$ cat src/rtl/load_store_unit.sv
// load_store_unit: sequencer between the execute stage and a word-addressed
// data memory. One request per handshake, one response per request.
// Optional feature macro: LSU_SUBWORD_EN (byte/half accesses with
// read-modify-write stores). Without it every access is a word access.
module load_store_unit #(
   parameter int ADDR_W  = 6,
   parameter int MEM_LAT = 0
) (
   input  logic              clk,
   input  logic              rst_n,
   input  logic              req_valid,
   output logic              req_ready,
   input  logic              req_write,
   input  logic [1:0]        req_size,
   input  logic              req_unsigned,
   input  logic [31:0]       req_addr,
   input  logic [31:0]       req_wdata,
   input  logic [4:0]        req_rd,
   output logic [ADDR_W-1:0] mem_addr,
   output logic [31:0]       mem_wdata,
   output logic              mem_we,
   output logic              mem_re,
   input  logic [31:0]       mem_rdata,
   output logic              resp_valid,
   input  logic              resp_ready,
   output logic [31:0]       resp_data,
   output logic [4:0]        resp_rd,
   output logic              resp_misalign,
   output logic              busy
);

`ifdef LSU_SUBWORD_EN
   localparam bit SUBWORD = 1'b1;
`else
   localparam bit SUBWORD = 1'b0;
`endif

   typedef enum logic [1:0] {IDLE, READ, WRITE, RESP} state_t;

   state_t            state, state_nxt;
   logic [2:0]        lat_cnt;
   logic              write_q;
   logic [1:0]        size_q;
   logic              uns_q;
   logic [1:0]        lane_q;
   logic [ADDR_W-1:0] addr_q;
   logic [31:0]       wdata_q;
   logic [31:0]       resp_data_q;
   logic [4:0]        resp_rd_q;
   logic              mis_q;

   logic              accept;
   logic              mis_now;
   logic              rmw_now;
   logic              read_last;

   // Alignment rule: with sub-word support byte is always aligned and half
   // needs addr[0]=0; everything else is treated as a word.
   function automatic logic misaligned(input logic [1:0] lo, input logic [1:0] size);
      logic res;
      res = (lo != 2'b00);
      if (SUBWORD && size == 2'b00) res = 1'b0;
      if (SUBWORD && size == 2'b01) res = lo[0];
      return res;
   endfunction

   // Shift the addressed lane down to bit 0 and extend it to 32 bits.
   function automatic logic [31:0] load_extract(input logic [31:0] word, input logic [1:0] lane,
                                                input logic [1:0] size, input logic uns);
      logic [31:0] sh;
      logic [31:0] res;
      res = word;
      sh  = word >> {lane, 3'b000};
      if (SUBWORD && size == 2'b00) begin
         res = {{24{~uns & sh[7]}}, sh[7:0]};
      end else if (SUBWORD && size == 2'b01) begin
         sh  = word >> {lane[1], 4'b0000};
         res = {{16{~uns & sh[15]}}, sh[15:0]};
      end
      return res;
   endfunction

   // Replace only the addressed byte/half lane of the word read back.
   function automatic logic [31:0] store_merge(input logic [31:0] word, input logic [31:0] wdata,
                                               input logic [1:0] lane, input logic [1:0] size);
      logic [31:0] mask;
      logic [31:0] data;
      if (size == 2'b00) begin
         mask = 32'h0000_00FF << {lane, 3'b000};
         data = {24'h00_0000, wdata[7:0]} << {lane, 3'b000};
      end else begin
         mask = 32'h0000_FFFF << {lane[1], 4'b0000};
         data = {16'h0000, wdata[15:0]} << {lane[1], 4'b0000};
      end
      return (word & ~mask) | (data & mask);
   endfunction

   assign accept    = (state == IDLE) && req_valid;
   assign mis_now   = misaligned(req_addr[1:0], req_size);
   assign rmw_now   = SUBWORD && req_write && !req_size[1];
   assign read_last = (lat_cnt == 3'(MEM_LAT));

   // State register
   always_ff @(posedge clk or negedge rst_n) begin
      if (!rst_n) state <= IDLE;
      else        state <= state_nxt;
   end

   // Next-state decode
   always_comb begin
      state_nxt = state;
      case (state)
         IDLE: begin
            if (accept) begin
               if (mis_now)                     state_nxt = RESP;
               else if (!req_write || rmw_now)  state_nxt = READ;
               else                             state_nxt = WRITE;
            end
         end
         READ:    if (read_last) state_nxt = write_q ? WRITE : RESP;
         WRITE:   state_nxt = RESP;
         RESP:    if (resp_ready) state_nxt = IDLE;
         default: state_nxt = IDLE;
      endcase
   end

   // Output decode; data outputs are gated so they read zero when idle
   always_comb begin
      req_ready     = (state == IDLE);
      busy          = (state != IDLE);
      mem_re        = (state == READ);
      mem_we        = (state == WRITE);
      resp_valid    = (state == RESP);
      mem_addr      = addr_q;
      mem_wdata     = mem_we ? wdata_q : '0;
      resp_data     = resp_valid ? resp_data_q : '0;
      resp_rd       = resp_valid ? resp_rd_q : '0;
      resp_misalign = resp_valid & mis_q;
   end

   // Request capture, read wait counting and load/merge data capture
   always_ff @(posedge clk or negedge rst_n) begin
      if (!rst_n) begin
         lat_cnt     <= '0;
         write_q     <= 1'b0;
         size_q      <= '0;
         uns_q       <= 1'b0;
         lane_q      <= '0;
         addr_q      <= '0;
         wdata_q     <= '0;
         resp_data_q <= '0;
         resp_rd_q   <= '0;
         mis_q       <= 1'b0;
      end else begin
         if (accept) begin
            lat_cnt     <= '0;
            write_q     <= req_write;
            size_q      <= req_size;
            uns_q       <= req_unsigned;
            lane_q      <= req_addr[1:0];
            addr_q      <= req_addr[ADDR_W+1:2];
            wdata_q     <= req_wdata;
            resp_data_q <= '0;
            resp_rd_q   <= req_write ? 5'd0 : req_rd;
            mis_q       <= mis_now;
         end else if (state == READ) begin
            lat_cnt <= lat_cnt + 3'd1;
            if (read_last) begin
               if (write_q) wdata_q     <= store_merge(mem_rdata, wdata_q, lane_q, size_q);
               else         resp_data_q <= load_extract(mem_rdata, lane_q, size_q, uns_q);
            end
         end
      end
   end

endmodule

$ cat config.mk
export PLATFORM = sky130hd
export DESIGN_NAME = load_store_unit
export DESIGN_NICKNAME = d
export VERILOG_FILES = /design/src/rtl/load_store_unit.sv
export SDC_FILE = /design/constraint.sdc
export NUM_CORES = 1
export LEC_CHECK = 0
export BUFFER_PORTS_ARGS = -buffer_cell sky130_fd_sc_hd__clkbuf_2
export CELL_PAD_IN_SITES_DETAIL_PLACEMENT = 0
export CELL_PAD_IN_SITES_GLOBAL_PLACEMENT = 1
export CORE_UTILIZATION = 40
export CTS_BUF_LIST = sky130_fd_sc_hd__clkbuf_4
export CTS_CLUSTER_DIAMETER = 120
export DETAILED_ROUTE_END_ITERATION = 16
export GPL_ROUTABILITY_DRIVEN = 0
export GPL_TIMING_DRIVEN = 0
export PLACE_DENSITY_LB_ADDON = 0.1
export SLEW_MARGIN = 0
export SYNTH_ARGS = -nofsm -noshare
export SYNTH_HDL_FRONTEND = slang
export SYNTH_SLANG_ARGS = --single-unit
$ cat constraint.sdc
create_clock -name clk -period 4.55 [get_ports clk]
set_clock_uncertainty 0.05 [all_clocks]
set_input_delay 0.6825 -clock clk [delete_from_list [all_inputs] [get_ports clk]]
set_output_delay 0.6825 -clock clk [all_outputs]
set_load 0.02 [all_outputs]
==> out/metrics.csv <==
metric;value;unit
status;complete, no violations;
grt_antenna_before_repair;1;
regToRegEndpoint;wdata_q[9];
synth.top_cell.area_share;0.438;
crit_chain;ha_1 -> clkbuf_1 -> clkbuf_1 -> and2_1 -> clkbuf_2;
reg2reg_slack;2370;ps
ctsResizeCount;0;
syn_area;0.00492;mm^2
core_area;0.0120;mm^2
cts.sinks;86;
globalRouteTotalUtil;0.256;
rsz0062_at_grt;false;
min_period_over_period;0.682;
ys.flop_type;dfrtp_1;
yosys_warnings;0;
cts_buffers;9;
synth_cell_types;43;
tightestPinTransition;562;ps
syn_nets;676;
routed_wl;15.9;mm
crit_fanout;10;
cts_buffer_depth;2;
max_freq;322;MHz
wl_per_cell;17.9;um
synth-edff-count;0;
overflow;0;
htree_levels;3;
cp.required;3820;ps
grt_pass1_wl;24.8;mm
fillers;1196;
cts_setup_buffers;0;
initial_core_util;0.409;
worstHoldPathType;in -> async;
crit_type;reg -> out;
start_kind;flop;
final_util;0.506;
holdBufCountCts;0;
ios;190;
io_buffers;163;
r2r_start;state[1];
grt_max_degree;62;
tns;0;ps
initialDrtViolationCount;285;
ant_nets;0;
path_clk_slew;140;ps
endpoint_kind;output port;
yosys-top-cells-area;dfrtp_1, and2_1, nand2_1, a21oi_1, o311a_1;
firstDrtPassIters;5;
root_buffer;clkbuf_4;
cp_num_buf_inv;3;
ir_drop;0.000287;V
ys_ff_latch;86;
drive_gt1_frac;0.291;
maxCapViolations;0;
p_leak;0.00318;uW
area_growth;23.6;%
period_minus_slack;3100;ps
placementRows;40;
synthArstFlopShare;1.00;
arrival;2370;ps
dp_hpwl;12.5;mm
avgSynthCellArea;8.78;um^2
seq_area;0.00215;mm^2
synth_top_area_cell;dfrtp_1;
critPathSlowestCell;clkbuf_1;
final-hold-violation-count;0;
power_density;613;mW/mm^2
fin_nets;851;
die_x;113;um
synth_cells;560;
cp_slowest_stage_delay;440;ps
drv_slew;0;
multi_input_area;0.00248;mm^2
dr_total_vias;4767;
yosysSeqAreaShare;0.438;
grt_pass1_vias;4573;
die_h;113;um
cpMostUsedCell;clkbuf_1;
reg2reg_depth;7;
dieArea;0.0127;mm^2
holdWs;106;ps
slew_headroom;0.625;
cts_tree;yes;
finalSetupViolCount;0;
drc;0;
viasPerCell;5.37;
critPathTopFamily;buffers and inverters;
clkLatencyLatePin;450;ps
## kinds of logic (layout without fill, tap and decap cells)
| logic type | Yosys count | count (layout) | synth area share |
|---|---|---|---|
| simple gates | 257 | 257 | 0.271 |
| compound gates | 135 | 135 | 0.188 |
| flops | 86 | 86 | 0.438 |
| buf+inv | 62 | 241 | 0.0572 |
| mux | 11 | 11 | 0.0247 |
| fa+ha+maj | 7 | 7 | 0.0178 |
| xor+xnor | 2 | 2 | 0.00356 |
| other cells | 0 | 1 | 0 |
## cells in the final DEF, fill, tap and decap left out, drive strengths merged, types with 9 or more instances in the layout
cell,count
clkbuf,201
nand2,109
dfrtp,86
and2,71
a21oi,41
buf,27
and3,24
a31oi,24
o311a,16
o31ai,16
nor2,14
o21ai,10
mux2,9
## flip-flops by register name, indices dropped and copies added (netlist names)
signal,cells
write_q,1
size_q,2
state,2
mis_q,1
resp_data_q,32
mem_addr,6
lane_q,2
resp_rd_q,5
lat_cnt,3
wdata_q,32
## metrics by stage
stage	instances	power, uW	instance area (um^2)	worst slack, ps
finish	887	3720	6080	1450
floorplan	560	2620	4920	2450
CTS	886	3720	6070	1440
global route	887	3980	6080	1290
global placement	870	3230	5920	1760
detailed placement	871	3290	5950	1950
## Yosys cell counts (9+ instances only)
cell      instances
o21ai_0          10
buf_2            18
a31oi_1          24
o31ai_1          16
a21oi_1          41
clkbuf_1         28
mux2_2            9
o311a_1          16
and2_1           71
dfrtp_1          86
nor2_1           14
and3_1           24
nand2_1         108
## layout make-up
type                            instances  share of cell area
Buffer                                 54              0.0414
Sequential cell                        86               0.354
Multi-Input combinational cell        412               0.409
Clock buffer                           10              0.0124
Antenna cell                            1            0.000412
Inverter                                8             0.00494
Tap cell                              147              0.0303
Clock inverter                          5             0.00844
Timing Repair Buffer                  164               0.139
## worst max-delay path by stage
stage | depth (start not counted) | start | slack (ps) | end
after global routing | 5 | state[1] | 1290 | resp_data[21]
final | 5 | state[1] | 1450 | resp_data[21]
after detailed placement | 5 | state[1] | 1950 | resp_data[21]
after global placement | 1 | rst_n | 1760 | mem_addr[3]
after CTS | 5 | state[1] | 1440 | resp_data[21]
after floorplan | 4 | state[1] | 2450 | resp_data[15]
## per-layer routing
metal	routed length, um	track usage
met3	1170	0.0503
met4	187	0.0719
met5	0	0
met2	7380	0.412
met1	7180	0.352
## power by group
group | internal (uW) | total (uW) | switching (uW)
clock network | 167 | 432 | 264
registers | 1060 | 1250 | 192
logic | 762 | 2040 | 1280
Power figures use the tool's default switching activity.
